[src/rtl/cpld_link_responder_pkg.sv]
// Shared constants for the CPLD end of the FPGA<->CPLD display/switch link.
package cpld_link_responder_pkg;

  localparam int FRAME_BITS_DEF = 16;

  // Field positions inside a received display frame.
  localparam int SEG_MSB = 15;
  localparam int SEG_LSB = 8;
  localparam int LED_MSB = 7;
  localparam int LED_LSB = 0;

  // One-hot digit enables.
  localparam logic [1:0] DIG0    = 2'b01;
  localparam logic [1:0] DIG1    = 2'b10;
  localparam logic [1:0] DIG_OFF = 2'b00;

endpackage

[src/rtl/cpld_link_responder_if.sv]
// Three-wire link pins plus the return data line.
// The master is the FPGA side and the slave is this CPLD.
interface cpld_link_responder_if;
  logic spi_sclk;
  logic spi_ld;
  logic spi_mosi;
  logic spi_miso;

  modport master (output spi_sclk, output spi_ld, output spi_mosi, input spi_miso);
  modport slave  (input spi_sclk, input spi_ld, input spi_mosi, output spi_miso);
endinterface

[src/rtl/cpld_link_responder_sync_edge.sv]
// N-stage synchroniser for a W-bit bus.
// Bit 0 of the synchronised bus also gets registered rise/fall strobes.
module link_sync_edge #(
  parameter int N = 2,
  parameter int W = 1
) (
  input  logic         clk,
  input  logic         rst,
  input  logic [W-1:0] d,
  output logic [W-1:0] q,
  output logic         rise,
  output logic         fall
);

  logic [N-1:0][W-1:0] stage_q, stage_d;
  logic                prev_q, prev_d;
  logic                rise_q, rise_d;
  logic                fall_q, fall_d;

  // Shift the chain and derive edge strobes from the last stage.
  always_comb begin
    stage_d = {stage_q[N-2:0], d};
    prev_d  = stage_q[N-1][0];
    rise_d  = stage_q[N-1][0] & ~prev_q;
    fall_d  = ~stage_q[N-1][0] & prev_q;
  end

  // Register the synchroniser chain and the strobes.
  always_ff @(posedge clk) begin
    if (rst) begin
      stage_q <= '0;
      prev_q  <= 1'b0;
      rise_q  <= 1'b0;
      fall_q  <= 1'b0;
    end else begin
      stage_q <= stage_d;
      prev_q  <= prev_d;
      rise_q  <= rise_d;
      fall_q  <= fall_d;
    end
  end

  assign q    = stage_q[N-1];
  assign rise = rise_q;
  assign fall = fall_q;

endmodule

[src/rtl/cpld_link_responder.sv]
// CPLD side of the display/switch link.
// Oversamples the link, deserialises display frames into the LED, segment
// and digit outputs, and returns a switch snapshot on spi_miso.
module cpld_link_responder
  import cpld_link_responder_pkg::*;
#(
  parameter int FRAME_BITS  = FRAME_BITS_DEF,
  parameter int TIMEOUT     = 1048576,
  parameter int SYNC_STAGES = 2
) (
  input  logic                  clk,
  input  logic                  rst,
  cpld_link_responder_if.slave  link,
  input  logic [7:0]            sw_in,
  output logic [7:0]            led,
  output logic [7:0]            seg_n,
  output logic [1:0]            dig_sel,
  output logic                  frame_ok,
  output logic                  frame_err,
  output logic                  link_up
);

  localparam int         WDW         = $clog2(TIMEOUT + 1);
  localparam logic [WDW-1:0] WD_MAX  = WDW'(TIMEOUT);
  localparam logic [4:0] BITCNT_LAST = 5'(FRAME_BITS - 1);
  localparam logic [4:0] BITCNT_SAT  = 5'd31;

  logic       sclk_rise;
  logic       sclk_level_unused, sclk_fall_unused;
  logic [1:0] ld_mosi_s;
  logic       ld_mosi_rise_unused, ld_mosi_fall_unused;
  logic [7:0] sw_s;
  logic       sw_rise_unused, sw_fall_unused;
  logic       ld_s, mosi_s;

  link_sync_edge #(.N(SYNC_STAGES), .W(1)) u_sync_sclk (
    .clk (clk), .rst (rst), .d (link.spi_sclk),
    .q (sclk_level_unused), .rise (sclk_rise), .fall (sclk_fall_unused)
  );

  link_sync_edge #(.N(SYNC_STAGES), .W(2)) u_sync_ld_mosi (
    .clk (clk), .rst (rst), .d ({link.spi_ld, link.spi_mosi}),
    .q (ld_mosi_s), .rise (ld_mosi_rise_unused), .fall (ld_mosi_fall_unused)
  );

  link_sync_edge #(.N(2), .W(8)) u_sync_sw (
    .clk (clk), .rst (rst), .d (sw_in),
    .q (sw_s), .rise (sw_rise_unused), .fall (sw_fall_unused)
  );

  assign ld_s   = ld_mosi_s[1];
  assign mosi_s = ld_mosi_s[0];

  logic [FRAME_BITS-1:0] rx_q, rx_d, rx_shift;
  logic [FRAME_BITS-1:0] tx_q, tx_d;
  logic [4:0]            bitcnt_q, bitcnt_d;
  logic [WDW-1:0]        wdog_q, wdog_d;
  logic [7:0]            led_q, led_d;
  logic [7:0]            seg_n_q, seg_n_d;
  logic [1:0]            dig_sel_q, dig_sel_d;
  logic                  miso_q, miso_d;
  logic                  frame_ok_q, frame_ok_d;
  logic                  frame_err_q, frame_err_d;
  logic                  link_up_q, link_up_d;

  assign rx_shift = {mosi_s, rx_q[FRAME_BITS-1:1]};

  // Frame receive/transmit, judgement and watchdog blanking; an acceptance
  // overrides a same-cycle timeout because it is applied last.
  always_comb begin
    rx_d        = rx_q;
    tx_d        = tx_q;
    bitcnt_d    = bitcnt_q;
    miso_d      = miso_q;
    led_d       = led_q;
    seg_n_d     = seg_n_q;
    dig_sel_d   = dig_sel_q;
    link_up_d   = link_up_q;
    frame_ok_d  = 1'b0;
    frame_err_d = 1'b0;
    wdog_d      = (wdog_q == WD_MAX) ? wdog_q : wdog_q + WDW'(1);

    if (wdog_q == WD_MAX) begin
      led_d     = 8'h00;
      seg_n_d   = 8'hFF;
      dig_sel_d = DIG_OFF;
      link_up_d = 1'b0;
    end

    if (sclk_rise) begin
      rx_d     = rx_shift;
      miso_d   = tx_q[0];
      tx_d     = tx_q >> 1;
      bitcnt_d = (bitcnt_q == BITCNT_SAT) ? bitcnt_q : bitcnt_q + 5'd1;
      if (ld_s) begin
        bitcnt_d  = 5'd0;
        tx_d      = '0;
        tx_d[7:0] = sw_s;
        if (bitcnt_q == BITCNT_LAST) begin
          led_d      = rx_shift[LED_MSB:LED_LSB];
          seg_n_d    = ~rx_shift[SEG_MSB:SEG_LSB];
          dig_sel_d  = (dig_sel_q == DIG0) ? DIG1 : DIG0;
          link_up_d  = 1'b1;
          frame_ok_d = 1'b1;
          wdog_d     = '0;
        end else begin
          frame_err_d = 1'b1;
        end
      end
    end
  end

  // State registers with synchronous reset.
  always_ff @(posedge clk) begin
    if (rst) begin
      rx_q        <= '0;
      tx_q        <= '0;
      bitcnt_q    <= BITCNT_SAT;
      wdog_q      <= '0;
      led_q       <= 8'h00;
      seg_n_q     <= 8'hFF;
      dig_sel_q   <= DIG_OFF;
      miso_q      <= 1'b0;
      frame_ok_q  <= 1'b0;
      frame_err_q <= 1'b0;
      link_up_q   <= 1'b0;
    end else begin
      rx_q        <= rx_d;
      tx_q        <= tx_d;
      bitcnt_q    <= bitcnt_d;
      wdog_q      <= wdog_d;
      led_q       <= led_d;
      seg_n_q     <= seg_n_d;
      dig_sel_q   <= dig_sel_d;
      miso_q      <= miso_d;
      frame_ok_q  <= frame_ok_d;
      frame_err_q <= frame_err_d;
      link_up_q   <= link_up_d;
    end
  end

  assign link.spi_miso = miso_q;
  assign led           = led_q;
  assign seg_n         = seg_n_q;
  assign dig_sel       = dig_sel_q;
  assign frame_ok      = frame_ok_q;
  assign frame_err     = frame_err_q;
  assign link_up       = link_up_q;

endmodule

[src/flat_wrapper.sv]
// flat-port wrapper written by rule: the top's interface ports become plain ports
module cpld_link_responder_flat import cpld_link_responder_pkg::*;
#(
  parameter int FRAME_BITS  = FRAME_BITS_DEF,
  parameter int TIMEOUT     = 1048576,
  parameter int SYNC_STAGES = 2
)
  (clk, rst, sw_in, led, seg_n, dig_sel, frame_ok, frame_err, link_up, link_spi_sclk, link_spi_ld, link_spi_mosi, link_spi_miso);
  cpld_link_responder_if link_i ();
  input  logic clk;
  input  logic rst;
  input  logic [7:0] sw_in;
  output logic [7:0] led;
  output logic [7:0] seg_n;
  output logic [1:0] dig_sel;
  output logic frame_ok;
  output logic frame_err;
  output logic link_up;
  input wire logic [$bits(link_i.spi_sclk)-1:0] link_spi_sclk;
  input wire logic [$bits(link_i.spi_ld)-1:0] link_spi_ld;
  input wire logic [$bits(link_i.spi_mosi)-1:0] link_spi_mosi;
  output wire logic [$bits(link_i.spi_miso)-1:0] link_spi_miso;
  assign link_i.spi_sclk = link_spi_sclk;
  assign link_i.spi_ld = link_spi_ld;
  assign link_i.spi_mosi = link_spi_mosi;
  assign link_spi_miso = link_i.spi_miso;
  cpld_link_responder #(.FRAME_BITS(FRAME_BITS), .TIMEOUT(TIMEOUT), .SYNC_STAGES(SYNC_STAGES)) u_core (.clk(clk), .rst(rst), .link(link_i), .sw_in(sw_in), .led(led), .seg_n(seg_n), .dig_sel(dig_sel), .frame_ok(frame_ok), .frame_err(frame_err), .link_up(link_up));
endmodule
[config.mk]
export PLATFORM = sky130hd
export DESIGN_NAME = cpld_link_responder_flat
export DESIGN_NICKNAME = d
export VERILOG_FILES = /design/src/rtl/cpld_link_responder_pkg.sv /design/src/rtl/cpld_link_responder_if.sv /design/src/rtl/cpld_link_responder_sync_edge.sv /design/src/rtl/cpld_link_responder.sv /design/src/flat_wrapper.sv
export SDC_FILE = /design/constraint.sdc
export NUM_CORES = 1
export LEC_CHECK = 0
export CAP_MARGIN = 20
export CORE_ASPECT_RATIO = 0.5
export CORE_MARGIN = 2
export CORE_UTILIZATION = 55
export DETAILED_ROUTE_END_ITERATION = 8
export PLACE_DENSITY_LB_ADDON = 0.2
export SLEW_MARGIN = 15
export SYNTH_ARGS = -nofsm -noshare
export SYNTH_HDL_FRONTEND = slang
export SYNTH_SLANG_ARGS = --single-unit
[constraint.sdc]
create_clock -name clk -period 4.61 [get_ports clk]
set_input_delay 0.461 -clock clk [delete_from_list [all_inputs] [get_ports clk]]
set_output_delay 0.461 -clock clk [all_outputs]
set_load 0.05 [all_outputs]
== Word level (Yosys, flattened, before mapping) ==
Cells that the tools add are included.

* $add $sub $neg: 2
* Equal/unequal tests: 5
* Multiplexer cells: 26
* Bitwise operators: 5
* Reductions and logical operators: 2

{| class="wikitable"
|+ Operator list
! cell !! number
|-
| $mux 21 || 4
|-
| $mux 8 || 8
|-
| $add 21x1->21 const B || 1
|-
| $eq 21x21->1 const B || 1
|-
| $mux 15 || 1
|-
| $mux 2 || 5
|-
| $mux 5 || 2
|-
| $not 8->8 || 1
|-
| $mux 1 || 6
|-
| $add 5x1->5 const B || 1
|-
| $eq 5x4->1 const B || 1
|-
| $eq 5x5->1 const B || 1
|-
| $not 1->1 || 3
|-
| $reduce_or 3->1 || 1
|-
| $eq 2x1->1 const B || 1
|-
| $ne 2x2->1 const B || 1
|-
| $reduce_and 2->1 || 1
|-
| $and 1x1->1 || 1
|}

* Bits in registers: 104
* Input port bits: 13
* Output and inout bits: 22
* Logic and storage cells: 59

== Logic depth before layout (Yosys ltp) ==
Gate-level depths: netlist of the first run.

* Word-level depth: 5
* Gate-level depth with buffers: 7
* Depth with buffers taken out: 7

== By module ==
A second synthesis of the first run with hierarchy kept.

* Cell total of the unflattened synthesis: 374
* Area, all modules: 3774.9 sq um

{| class="wikitable"
|+ By module, submodules not included
! module !! times used !! cells an instance !! area each (sq um) !! seq. area each (sq um)
|-
| cpld_link_responder || 1 || 311 || 2922.8 || 1421.4
|-
| link_sync_edge at u_core.u_sync_sw || 1 || 39 || 531.8 || 380.4
|-
| link_sync_edge at u_core.u_sync_ld_mosi || 1 || 14 || 186.4 || 140.1
|-
| link_sync_edge at u_core.u_sync_sclk || 1 || 10 || 133.9 || 100.1
|}

== Least setup slack after synthesis of the first run ==
OpenSTA, ideal clock, no wires.

* Path type: reg2reg
* Start point: register u_core.bitcnt_q[0]
* End point: register u_core.led_q[0], in the netlist u_core.led[0]
* Arrival time: 1725 ps
* Required time: 4550 ps
* Slack: 2824 ps
* Stages on the path, launching flop included: 7
* Buffers on the path: 0
* Path through: dfxtp_1 -> ha_1 -> and3_1 -> ha_1 -> a31oi_1 -> o21a_1 -> a22o_1

* Word-level cells in the longest chain between the ends: 4

{| class="wikitable"
|+ RTL lines
! what !! line !! RTL
|-
| start, declared || cpld_link_responder.sv:56 || <nowiki>logic [4:0] bitcnt_q, bitcnt_d;</nowiki>
|-
| start signal, assigned || cpld_link_responder.sv:130 || <nowiki>bitcnt_q <= bitcnt_d;</nowiki>
|-
| $eq 5x4->1 || cpld_link_responder.sv:99 || <nowiki>if (bitcnt_q == BITCNT_LAST) begin</nowiki>
|-
| $mux 8 || cpld_link_responder.sv:99 ||
|-
| $mux 8 || cpld_link_responder.sv:95 || <nowiki>if (ld_s) begin</nowiki>
|-
| $mux 8 || cpld_link_responder.sv:90 || <nowiki>if (sclk_rise) begin</nowiki>
|-
| end signal, assigned || cpld_link_responder.sv:132 || <nowiki>led_q <= led_d;</nowiki>
|-
| end, declared || cpld_link_responder.sv:58 || <nowiki>logic [7:0] led_q, led_d;</nowiki>
|}

No other way between the ends.
A chain may end at the register's enable or synchronous reset.

== Final worst setup path of the first run ==
Same ends and word-level chain as after synthesis.

==> results_dict.tcl, run 1 <==
set metrics [dict create \
    drive_above_1_share 0.0737 \
    core_mm2 0.00613 \
    vias 2553 \
    synth_seq_cells 95 \
    place_ws_ps 2310 \
    clkSinkCount 95 \
    status "finished clean" \
    grt_overflow_total 0 \
    grt_antenna_before_repair 0 \
    worst_pin_slew_ps 942 \
    synth-compound-area-share 0.116 \
    p_leak_nw 1.49 \
    synth_nets 362 \
    min-delay-start "u_core.u_sync_sclk.prev_q$_SDFF_PP0_" \
    worstPathRequired_ps 4900 \
    wl_met2_mm 2.98 \
    worst_slack_ps 2560 \
    synth.area.mux_share 0.0712 \
    min-delay-path-class "flop to flop" \
    yosys.area_share.simple 0.202 \
    route.final.wire_length_mm 6.32 \
    dieHeight_um 60.5 \
    drt_iter0_markers 98 \
    synth_top_family_by_area "simple AND/OR/NAND/NOR gates" \
    hpwl_mm 4.12 \
    area_growth_pct 21.2 \
    portBuffers 34 \
    clock_power_share 0.477 \
    ys_seq_area_frac 0.541 \
    hold_viol_final 0 \
    ys_types 46 \
    finalClockSkew_ps 8.32 \
    path_class "flop to flop" \
    path_buf_inv 0 \
    nNetsFinal 393 \
    wl_met1_mm 3.00 \
    p_seq_frac 0.490 \
    cts_resized 0 \
    ctsHoldBuffers 0 \
    p_int_w 0.00136 \
    grt_pass1_vias 2315 \
    synthTopCellsByArea "dfxtp_1, mux2i_1, nor2b_1" \
    wl_per_cell_um 13.5 \
    clockRootBuffer "clkbuf_16" \
    ys_warn_count 0 \
    fmax_mhz 488 \
    arrival_ps 2340 \
    clkSlewWorstSetupHoldPaths_ps 70 \
    cts-buffers-inserted 9 \
    most-common-layout-cells "dfxtp_1, nor2_1, clkdlybuf4s50_1, nor2b_1, mux2i_1" \
    synth_edf_count 0 \
    setup_viol 0 \
    via_per_inst 5.46 \
    crit_start "u_core.bitcnt_q[0]$_SDFFE_PP1P_" \
    cp_max_fo 8 \
    drc 0 \
    switching_power_w 0.000360 \
    synth-xor-area-share 0.0249 \
    cap_violations 0 \
    cts_setup_buffers 0 \
    synth_adder_area_share 0.0178 \
    first_pass_iters 5 \
    ios 35 \
    antennaDiodeCount 0 \
    rsz0062_at_grt "false" \
    netlist.area_leader.share 0.541 \
    synthArstFlopShare 0 \
    crit_chain "ha_1 > and3_1 > ha_1 > a31oi_1 > o21a_1 > a22o_1" \
    max_slew_margin 0.372 \
    synth.avg_cell_area_um2 10.2 \
    rows 20 \
    min_period_ps 2050 \
    top_layer "met4" \
    power_density_mw_per_mm2 404 \
    fin_cells 468 \
    worstSetupStartpointType "flop" \
    die_area_mm2 0.00709 \
    place_congestion 0.798 \
    wl_met3_um 262 \
    crit_family "compound AO/OA/AOI/OAI gates" \
    synth_ff_type "dfxtp_1" \
    clk_latency_ps 340 \
    grt_pass1_wl_mm 10.2 \
    ir_worst_vdd_v 0.000283 \
    tns_ps 0 \
    cts_tree "yes" \
    layout_commonest_cell "dfxtp_1" \
    yosysTopAreaCell "dfxtp_1" \
    end_kind "flop" \
    synth_cells 344 \
    slowest_stage "a31oi_1" \
    cpMostUsedCell "ha_1" \
    comb_power_share 0.032 \
    rr_startpoint "u_core.bitcnt_q[0]$_SDFFE_PP1P_" \
    swShare 0.209 \
    dpl.cell_count 451 \
    start_util 0.573 \
    max_stage_delay_ps 430 \
    syn_area_mm2 0.00352 \
    grtUsageTotal 0.190 \
    slew_viol_final 0 \
    period_share 0.445 \
    chipWidth_um 117 \
    clk_path_buf_depth 2 \
    h-tree-depth 3 \
    ant_nets 0 \
    grt_max_degree 58 \
]
==> final cells by class <==
cell class | instances | area (µm²)
clock buffer | 10 | 239
clock inverter | 6 | 101
fill | 471 | 1870
inverter | 9 | 33.8
multi-input combinational | 224 | 1520
sequential | 95 | 1900
tap | 88 | 110
timing repair buffer | 36 | 350
==> worst reg2reg max path, stage by stage (launching register included) <==
cell and delay [ps]:
dfxtp_1 330, ha_1 220, and3_1 210, ha_1 220
a31oi_1 430, o21a_1 390, a22o_1 200
==> per-stage QoR <==
stage	utilization	hold slack [ps]	area, µm²	power [W]
after floorplan	-	367	3520	0.000900
after global placement	0.638	372	3910	0.000915
after detailed placement	0.638	378	3910	0.000918
after CTS	0.694	392	4250	0.00173
after global routing	0.695	414	4260	0.00178
final	0.695	385	4260	0.00172
==> power by group through the flow <==
| stage | Sequential [W] | Clock, W | Combinational, W |
|---|---|---|---|
| floorplan | 0.000859 | 0 | 0.0000409 |
| global placement | 0.000861 | 0 | 0.0000535 |
| detailed placement | 0.000862 | 0 | 0.0000557 |
| CTS | 0.000843 | 0.000834 | 0.0000560 |
| global route | 0.000845 | 0.000870 | 0.0000625 |
| finish | 0.000843 | 0.000821 | 0.0000558 |
==> sequential cells by signal, summed over array words and instances, names as in the netlist, 2 cells and up <==
| register | cells |
|---|---|
| u_core.tx_q | 8 |
| u_core.rx_q | 15 |
| u_core.bitcnt_q | 5 |
| u_core.dig_sel | 2 |
| u_core.seg_n | 8 |
| u_core.u_sync_sw.q | 8 |
| u_core.led | 8 |
| u_core.u_sync_ld_mosi.stage_d | 2 |
| u_core.u_sync_sw.stage_d | 8 |
| u_core.wdog_q | 21 |
| u_core.u_sync_ld_mosi.q | 2 |
==> path summary, 6_finish.rpt <==
check,to,slack (ps),cells past startpoint
worst max-delay path,u_core.led[0]$_SDFF_PP0_,2560,6
worst min-delay path,u_core.u_sync_sclk.rise$_SDFF_PP0_,380,1
worst max register to register,u_core.led[0]$_SDFF_PP0_,2560,6
worst min register to register,u_core.u_sync_sclk.rise$_SDFF_PP0_,380,1
==> cells in the mapped netlist (4+ instances only) <==
cell / n
a211oi_1: 7
a21oi_1: 9
a22o_1: 8
a2bb2oi_1: 8
clkbuf_1: 12
dfxtp_1: 95
ha_1: 5
inv_1: 9
mux2i_1: 25
nand2_1: 10
nand2b_1: 4
nand3_1: 8
nand4_1: 6
nor2_1: 39
nor2b_1: 26
nor4_1: 6
o21ai_0: 12
or3_1: 5
xnor2_1: 6
xor2_1: 4
==> routing by layer <==
metal / up-vias / global-route usage
li1: 1278 / -
met2: 48 / 0.331
met3: 11 / 0.0769
met1: 1216 / 0.217
met4: 0 / 0.0706
met5: - / 0
==> kinds of logic after synthesis <==
logic type | Yosys count
AOI/OAI and AO/OA | 57
and+or+nand+nor | 127
muxes | 25
DFF | 95
adders and majority gates | 5
buffers and inverters | 25
xor gates and xnor gates | 10
Power figures use the tool's default switching activity.
==> run 2: changes to the inputs <==
==> constraint.sdc (replaced) <==
create_clock -name clk -period 1.9 [get_ports clk]
set_input_delay 0.19 -clock clk [delete_from_list [all_inputs] [get_ports clk]]
set_output_delay 0.19 -clock clk [all_outputs]
set_load 0.05 [all_outputs]
==> run 2 against run 1 <==
Net effect: sequential share of layout area down 0.57 points; critical endpoint is now u_core.bitcnt_q[3]$_SDFFE_PP1P_; worst hold slack worse by 140 ps; global-route usage up 1.0 points; largest cell class unchanged; critical path depth up 2; largest power group unchanged; final area up 1.5%; first-iteration DRC count up 22%.
==> results_dict.tcl, run 2 (synthesized netlist as in run 1, its figures left out) <==
set metrics [dict create \
    grt_use_met1 0.239 \
    ctsHoldBuffers 0 \
    antennaDiodeCount 0 \
    clkSinkCount 95 \
    nNetsFinal 402 \
    use_met3 0.0789 \
    worstPathRequired_ps 2130 \
    clk_path_buf_depth 2 \
    finalClockSkew_ps 8.77 \
    grtUsageTotal 0.201 \
    wl_per_cell_um 13.9 \
    die_area_mm2 0.00709 \
    setup_viol 0 \
    path_buf_inv 2 \
    ios 35 \
    largest_register_ffs 21 \
    slowest_stage "dfxtp_2" \
    dpl.cell_count 459 \
    h-tree-depth 3 \
    worst_pin_slew_ps 548 \
    largest_registers "u_core.wdog_q x21, u_core.rx_q x15" \
    ant_nets 0 \
    multi_input_area_mm2 0.00158 \
    r2r_slack_ps 50 \
    drive_above_1_share 0.118 \
    dieHeight_um 60.5 \
    top_register "u_core.wdog_q" \
    nFillCells 449 \
    power_density_mw_per_mm2 906 \
    cts_tree "yes" \
    layout_commonest_cell "dfxtp_1" \
    path_class "flop to flop" \
    rsz0062_at_grt "true" \
    place_congestion 0.799 \
    most-common-layout-cells "dfxtp_1, nor2_1, clkdlybuf4s50_1, nor2b_1, mux2i_1" \
    fmax_mhz 539 \
    crit_family "compound AO/OA/AOI/OAI gates" \
    grt_antenna_before_repair 0 \
    portBuffers 34 \
    p_leak_nw 1.53 \
    max_stage_delay_ps 330 \
    chipWidth_um 117 \
    period_share 0.976 \
    end_kind "flop" \
    core_mm2 0.00613 \
    min-delay-path-class "input port to flop" \
    drt_iter0_markers 120 \
    grt_max_degree 56 \
    cts-buffers-inserted 9 \
    grt_pass1_vias 2378 \
    clockRootBuffer "clkbuf_16" \
    fin_cells 477 \
    fin_util 0.705 \
    cpMostUsedCell "ha_2" \
    hpwl_mm 4.34 \
    start_util 0.573 \
    min_period_ps 1850 \
    first_pass_iters 4 \
    ir_worst_vdd_v 0.000760 \
    grt_overflow_total 0 \
    final-seq-area_mm2 0.00191 \
    rows 20 \
    grt_busiest_layer "met2" \
    crit_chain "ha_2 > and3_1 > buf_4 > ha_2 > inv_2 > and4_1 > o21ai_0 > a221o_1" \
    route.final.wire_length_mm 6.63 \
    drc 0 \
    clk_latency_ps 350 \
    vias 2511 \
    worstSetupStartpointType "flop" \
    status "finished clean" \
    grt_pass1_wl_mm 10.8 \
    area_growth_pct 23.0 \
    cp_max_fo 3 \
    slew_viol_final 0 \
    cap_violations 0 \
    clkSlewWorstSetupHoldPaths_ps 70 \
    via_per_inst 5.26 \
    arrival_ps 2090 \
    globalRouteMet2Util 0.344 \
    max_slew_margin 0.635 \
    hold_viol_final 0 \
]
-- run 2: metrics by stage --
stage	setup TNS [ps]	hold WS (ps)	instance area [µm²]	power, W	worst slack, ps
final	0	240	4320	0.00392	45.9
after global routing	-50.6	232	4320	0.00406	-40.3
after CTS	0	173	4280	0.00394	10.3
after detailed placement	-4360	382	3970	0.00224	-297
after global placement	-1170	372	3970	0.00223	-158
after floorplan	0	318	3520	0.00218	114
-- run 2: what timing repair did --
| item | CTS | global route |
|---|---|---|
| setup buffers | 0 | 1 |
| resized for setup | 7 | 8 |
| pin swaps | 1 | 1 |
| endpoints found under the setup margin | 21 | 23 |
| cloned | 0 | 1 |
-- run 2: worst paths after layout --
path / start / to / cells after the start
worst max-delay path: u_core.bitcnt_q[0]$_SDFFE_PP1P_ / u_core.bitcnt_q[3]$_SDFFE_PP1P_ / 8
worst min-delay path: rst / u_core.frame_ok$_SDFF_PP0_ / 2
worst max register to register: u_core.bitcnt_q[0]$_SDFFE_PP1P_ / u_core.bitcnt_q[3]$_SDFFE_PP1P_ / 8
worst min register to register: u_core.u_sync_sclk.prev_q$_SDFF_PP0_ / u_core.u_sync_sclk.rise$_SDFF_PP0_ / 1
-- run 2: area by class of cell --
type,instances,share of cell area
Inverter,9,0.00781
Clock buffer,9,0.0521
Tap cell,88,0.0255
Clock inverter,7,0.0148
Sequential cell,95,0.441
Timing Repair Buffer,44,0.0949
Multi-Input combinational cell,225,0.364
-- run 2: routing by layer --
layer / up-vias / wire, µm
li1: 1299 / -
met5: - / 0
met1: 1174 / 3080
met3: 5 / 261
met4: 0 / 46
met2: 33 / 3240
-- run 2: report_power, final --
group          leakage (nW)  internal, W  switching [W]
logic                 0.612    0.0000761      0.0000816
registers             0.772      0.00203      0.0000178
clock network         0.142     0.000918       0.000796
total                  1.53      0.00302       0.000895
